## src/rtl/rv_test_pkg.sv

```systemverilog
// ============================================================================
// Module : rv_test_pkg
// Shared constants, bus FSM state type and tohost result decode for the
// riscv-tests responder.
// Rev    : 1.0  initial release
// ============================================================================
`default_nettype none

package rv_test_pkg;

   localparam logic [31:0] TOHOST_ADDR_DEFAULT = 32'h0000_1000;
   localparam logic [31:0] TOHOST_PASS         = 32'h0000_0001;

   typedef enum logic [0:0] {
      IDLE = 1'b0,
      RESP = 1'b1
   } state_t;

   typedef struct packed {
      logic        done;
      logic        pass;
      logic [30:0] num;
   } result_t;

   // Odd tohost values end the test; 1 is pass, anything else carries the failing test number.
   function automatic result_t result_from_tohost(input logic [31:0] value);
      result_t r;
      r.done = value[0];
      r.pass = (value == TOHOST_PASS);
      r.num  = r.pass ? 31'd0 : value[31:1];
      return r;
   endfunction

endpackage

`default_nettype wire

```

## src/rtl/tohost_watchdog.sv

```systemverilog
// ============================================================================
// Module : tohost_watchdog
// Saturating cycle counter that flags expiry while no test result exists.
// Rev    : 1.0  initial release
// ============================================================================
`default_nettype none

module tohost_watchdog #(
   parameter int unsigned TIMEOUT_CYCLES = 5000
) (
   input  logic clk,
   input  logic rst,
   input  logic done,
   output logic expired
);

   localparam logic [31:0] LIMIT = 32'(TIMEOUT_CYCLES - 1);

   logic [31:0] count;

   always_ff @(posedge clk or negedge rst) begin
      if (!rst) begin
         count <= '0;
      end else if (!done && (count != 32'hFFFF_FFFF)) begin
         count <= count + 32'd1;
      end
   end

   assign expired = !done && (count == LIMIT);

endmodule

`default_nettype wire

```

## src/rtl/tohost_responder.sv

```systemverilog
// ============================================================================
// Module : tohost_responder
// Data-bus responder holding the riscv-tests tohost word and decoding the
// pass/fail result. Optional watchdog: TOHOST_RESPONDER_TIMEOUT_EN.
// Rev    : 1.0  initial release
// ============================================================================
`default_nettype none

module tohost_responder
   import rv_test_pkg::*;
#(
   parameter logic [31:0] TOHOST_ADDR = TOHOST_ADDR_DEFAULT,
   parameter int unsigned DATA_W      = 32
`ifdef TOHOST_RESPONDER_TIMEOUT_EN
   ,
   parameter int unsigned TIMEOUT_CYCLES = 5000
`endif
) (
   input  logic                clk,
   input  logic                rst,
   input  logic                req_valid,
   output logic                req_ready,
   input  logic                req_we,
   input  logic [31:0]         req_addr,
   input  logic [DATA_W-1:0]   req_wdata,
   input  logic [DATA_W/8-1:0] req_wstrb,
   output logic                resp_valid,
   output logic [DATA_W-1:0]   resp_rdata,
   output logic                test_done,
   output logic                test_pass,
   output logic [30:0]         test_num,
   output logic                timeout
);

   state_t            state;
   logic [DATA_W-1:0] tohost;
   logic [DATA_W-1:0] merged;
   logic              accept;
   logic              hit;
   logic              take_result;
   logic              take_timeout;
   result_t           res;
   logic              unused_addr_lsbs;

   assign unused_addr_lsbs = ^req_addr[1:0];

   assign req_ready = (state == IDLE);
   assign accept    = req_valid && req_ready;
   assign hit       = (req_addr[31:2] == TOHOST_ADDR[31:2]);

   always_comb begin
      merged = tohost;
      for (int b = 0; b < DATA_W / 8; b++) begin
         if (req_wstrb[b]) begin
            merged[b*8 +: 8] = req_wdata[b*8 +: 8];
         end
      end
   end

   assign res         = result_from_tohost(merged[31:0]);
   assign take_result = accept && req_we && hit && (|req_wstrb) && res.done && !test_done;

`ifdef TOHOST_RESPONDER_TIMEOUT_EN
   logic expired;

   tohost_watchdog #(
      .TIMEOUT_CYCLES (TIMEOUT_CYCLES)
   ) u_watchdog (
      .clk     (clk),
      .rst     (rst),
      .done    (test_done),
      .expired (expired)
   );

   // A result landing on the expiry cycle takes precedence over the timeout.
   assign take_timeout = expired && !take_result;
`else
   assign take_timeout = 1'b0;
`endif

   always_ff @(posedge clk or negedge rst) begin
      if (!rst) begin
         state      <= IDLE;
         tohost     <= '0;
         resp_valid <= 1'b0;
         resp_rdata <= '0;
         test_done  <= 1'b0;
         test_pass  <= 1'b0;
         test_num   <= '0;
         timeout    <= 1'b0;
      end else begin
         resp_valid <= accept;
         resp_rdata <= (accept && !req_we && hit) ? tohost : '0;

         case (state)
            IDLE:    if (accept) state <= RESP;
            RESP:    state <= IDLE;
            default: state <= IDLE;
         endcase

         if (accept && req_we && hit) begin
            tohost <= merged;
         end

         if (take_result) begin
            test_done <= 1'b1;
            test_pass <= res.pass;
            test_num  <= res.num;
         end else if (take_timeout) begin
            test_done <= 1'b1;
            test_pass <= 1'b0;
            test_num  <= '0;
            timeout   <= 1'b1;
         end
      end
   end

endmodule

`default_nettype wire

```

## config.mk

```make
export PLATFORM = sky130hd
export DESIGN_NAME = tohost_responder
export DESIGN_NICKNAME = d
export VERILOG_FILES = /design/src/rtl/rv_test_pkg.sv /design/src/rtl/tohost_watchdog.sv /design/src/rtl/tohost_responder.sv
export SDC_FILE = /design/constraint.sdc
export NUM_CORES = 1
export LEC_CHECK = 0
export CORE_MARGIN = 1
export CORE_UTILIZATION = 42
export DETAILED_ROUTE_END_ITERATION = 6
export GPL_TIMING_DRIVEN = 0
export PLACE_DENSITY_LB_ADDON = 0.08
export SLEW_MARGIN = 20
export SYNTH_ARGS = -nofsm -noshare
export SYNTH_HDL_FRONTEND = slang
export SYNTH_SLANG_ARGS = --single-unit
```

## constraint.sdc

```tcl
create_clock -name clk -period 2.1 [get_ports clk]
set_input_delay 0.525 -clock clk [delete_from_list [all_inputs] [get_ports clk]]
set_output_delay 0.525 -clock clk [all_outputs]
set_load 0.01 [all_outputs]
```

==> out/results.txt <==
std cell rows: 36
Syn Nets: 368
Fill cells: 790
I/O Buffers: 136
Setup WS pre-CTS: -0.954 ns
vias in the first global route: 3212
# clock sinks: 99
crit path DAT: 2.34 ns
total track usage: 19.9%
Startpoint Class: input pin
TritonCTS buffer count: 9
Final Max Tran Viols: 0
hold crit path type: input pin to asynchronous set/reset pin
Fmax: 0.489 GHz
CTS tree: yes
Synth Register Bits: 99
mean post-synth cell area: 14.8 sq um
slowest stage delay, CP: 0.67 ns
Synth area leader: dfrtp_1
count of final setup violators: 0
Comb power frac: 9.2%
Syn. warnings: 0
ys flop type: dfrtp_1
initial antenna violation count: 1
DR vias/cell: 5.02
Util after Layout: 64.1%
post-DP HPWL: 7.22 mm
post-route ant nets: 0
Initial Utilization: 44.1%
Worst-Skew Late Latency: 0.36 ns
cts hold-fix bufs: 0
Psw: 0.780 mW
Buf/Inv on CP: 1
Crit-path slowest cell: or4b_2
CP endpoint kind: register
Post-synth top cells: dfrtp_1 (99), mux2_2 (85), and2_1 (32)
initial drt markers: 66
CP Data Required Time: 2.39 ns
Peak VDD IR: 0.367 mV
Die Footprint: 10900 sq um
Tmin final: 2.05 ns
die height: 104 um
clock buffer depth: 2
Mapped Area: 4390 sq um
Worst Setup SP: req_wdata[17]
Total Wirelength: 10.1 mm
WHS: 0.0666 ns
Setup TNS: 0 ns
reg2reg setup slack: 0.09 ns
largest net degree at the start of global routing: 61
die width: 104 um
most frequent cell after synthesis: dfrtp_1
Area Overhead vs Synth: 45.2%
Slew @ Worst Pin: 0.621 ns
FF-to-FF Start: state$_DFF_PN0_
Distinct cells, synth: 32
top-level I/O count: 140
internal power: 2.53 mW
asr flop ratio synth: 100%
Net Sw Frac: 23.6%
synth top area cells: dfrtp_1 (56%), mux2_2 (22%), and2_1 (4.6%), nor4_4 (3.9%), mux2_4 (2.7%)
final period utilization: 97.4%
DRC: 0
Slew headroom: 58.6%
PwrDens: 518 nW/um^2
outcome: finished, final reports clean
part of the power in registers: 57.7%
Worst Setup Path Type: input pin to register
crit path max fanout: 3
first-pass GRT wire length: 17.0 mm
Clock transition at path regs: 0.09 ns
share of cells above drive strength 1: 33.9%
final critical-path setup slack: 0.0539 ns
sequential area share after synthesis: 56.4%
crit-path cells: clkdlybuf4s50_1 -> or4b_2 -> o22a_1 -> nor4_2 -> a31o_2
Reg area: 2480 sq um
Mapped Cells: 296
Core Footprint: 9950 sq um
Tot Pwr: 3.31 mW
routability congestion estimate: 0.743
family with the most delay on the worst path: simple AND/OR/NAND/NOR gates
skew final: 0.0124 ns
RSZ-0062 raised after global routing: no
H-tree levels: 3
leakage power: 2.99 nW
clock network fraction of design power: 33.0%
fin nets: 534
share of the synthesized area in the top cell type: 56.4%
drt first pass iters: 4
drt wl/cell: 16.9 um
total grt overflow: 0
area of the multi-input gates: 1890 sq um
final hold vios: 0
Root Buffer: clkbuf_8
Post-synth EDFFs: 0
via count: 3009
max-cap viol count: 0
==> power by group through the flow <==
stage | sequential (mW) | combinational, mW | clock (mW)
2_1_floorplan | 1.95 | 0.0873 | 0
3_3_place_gp | 1.95 | 0.307 | 0
3_5_place_dp | 1.95 | 0.316 | 0
4_1_cts | 1.91 | 0.305 | 1.13
5_1_grt | 1.91 | 0.331 | 1.22
6_report | 1.91 | 0.305 | 1.09
==> cells in the final DEF (no fill, tap or decap), drive strengths merged, types with 3 or more instances in the layout <==
cell type	n
and2	32
clkbuf	17
dlygate4sd2	22
inv	6
clkdlybuf4s15	9
dlymetal6s2s	3
nor3	7
nor4b	4
mux2	95
dfrtp	99
mux2i	3
nor4	19
clkdlybuf4s50	100
clkinvlp	3
buf	26
==> timing repair <==
item,in CTS,in global routing
setup endpoints to repair,96,20
resized for setup,53,15
setup buffers,13,4
hold endpoints to repair,0,0
cloned,2,0
pin swaps,15,12
==> path summary, 6_finish.rpt <==
kind,endpoint,cells after the start
max,test_pass$_DFFE_PN0P_,5
min,resp_rdata[29]$_DFF_PN0_,1
max reg2reg,tohost[1]$_DFFE_PN0P_,7
min reg2reg,test_num[1]$_DFFE_PN0P_,1
max in group asynchronous,test_num[3]$_DFFE_PN0P_,2
min in group clk,test_num[1]$_DFFE_PN0P_,1
==> worst reg2reg max path: cells and delay by family, from the launching register on <==
family | cells | cell delay (ns)
buffers and inverters | 3 | 0.51
flip-flops | 1 | 0.42
multiplexers | 1 | 0.34
AND/OR/NAND/NOR | 3 | 0.62
==> per-stage QoR <==
step | cell area (sq um) | instances
2_1_floorplan | 4400 | 296
3_3_place_gp | 5930 | 565
3_5_place_dp | 5960 | 566
4_1_cts | 6340 | 596
5_1_grt | 6380 | 600
6_report | 6380 | 600
==> flip-flops by register name, indices dropped and copies added, names as in the netlist <==
signal and flops:
test_pass 1, tohost 32, test_done 1, test_num 31, resp_valid 1, resp_rdata 32, state 1
==> kinds of logic (layout without fill, tap and decap cells) <==
kind of cell / Yosys count / after routing / synth area share, %
DFF: 99 / 99 / 56.4
buffers and inverters: 17 / 187 / 1.79
AOI/OAI and AO/OA: 6 / 6 / 1.08
and+or+nand+nor: 75 / 75 / 14.9
other: 1 / 2 / 0.0853
muxes: 98 / 98 / 25.7
==> routing by layer <==
layer | GRT usage [%] | wire length [um]
met5 | 0 | 0
met3 | 5.58 | 658
met4 | 6.84 | 170
met2 | 32.6 | 4880
met1 | 25.2 | 4430
==> cell type report <==
| class | instances | area share, % |
|---|---|---|
| Antenna cell | 1 | 0.0392 |
| Sequential cell | 99 | 38.8 |
| Clock buffer | 11 | 2.22 |
| Buffer | 11 | 1.28 |
| Clock inverter | 4 | 0.432 |
| Tap cell | 133 | 2.61 |
| Timing Repair Buffer | 155 | 24.5 |
| Multi-Input combinational cell | 180 | 29.7 |
| Inverter | 6 | 0.353 |
Note: power is estimated with default switching activity, not from simulation.
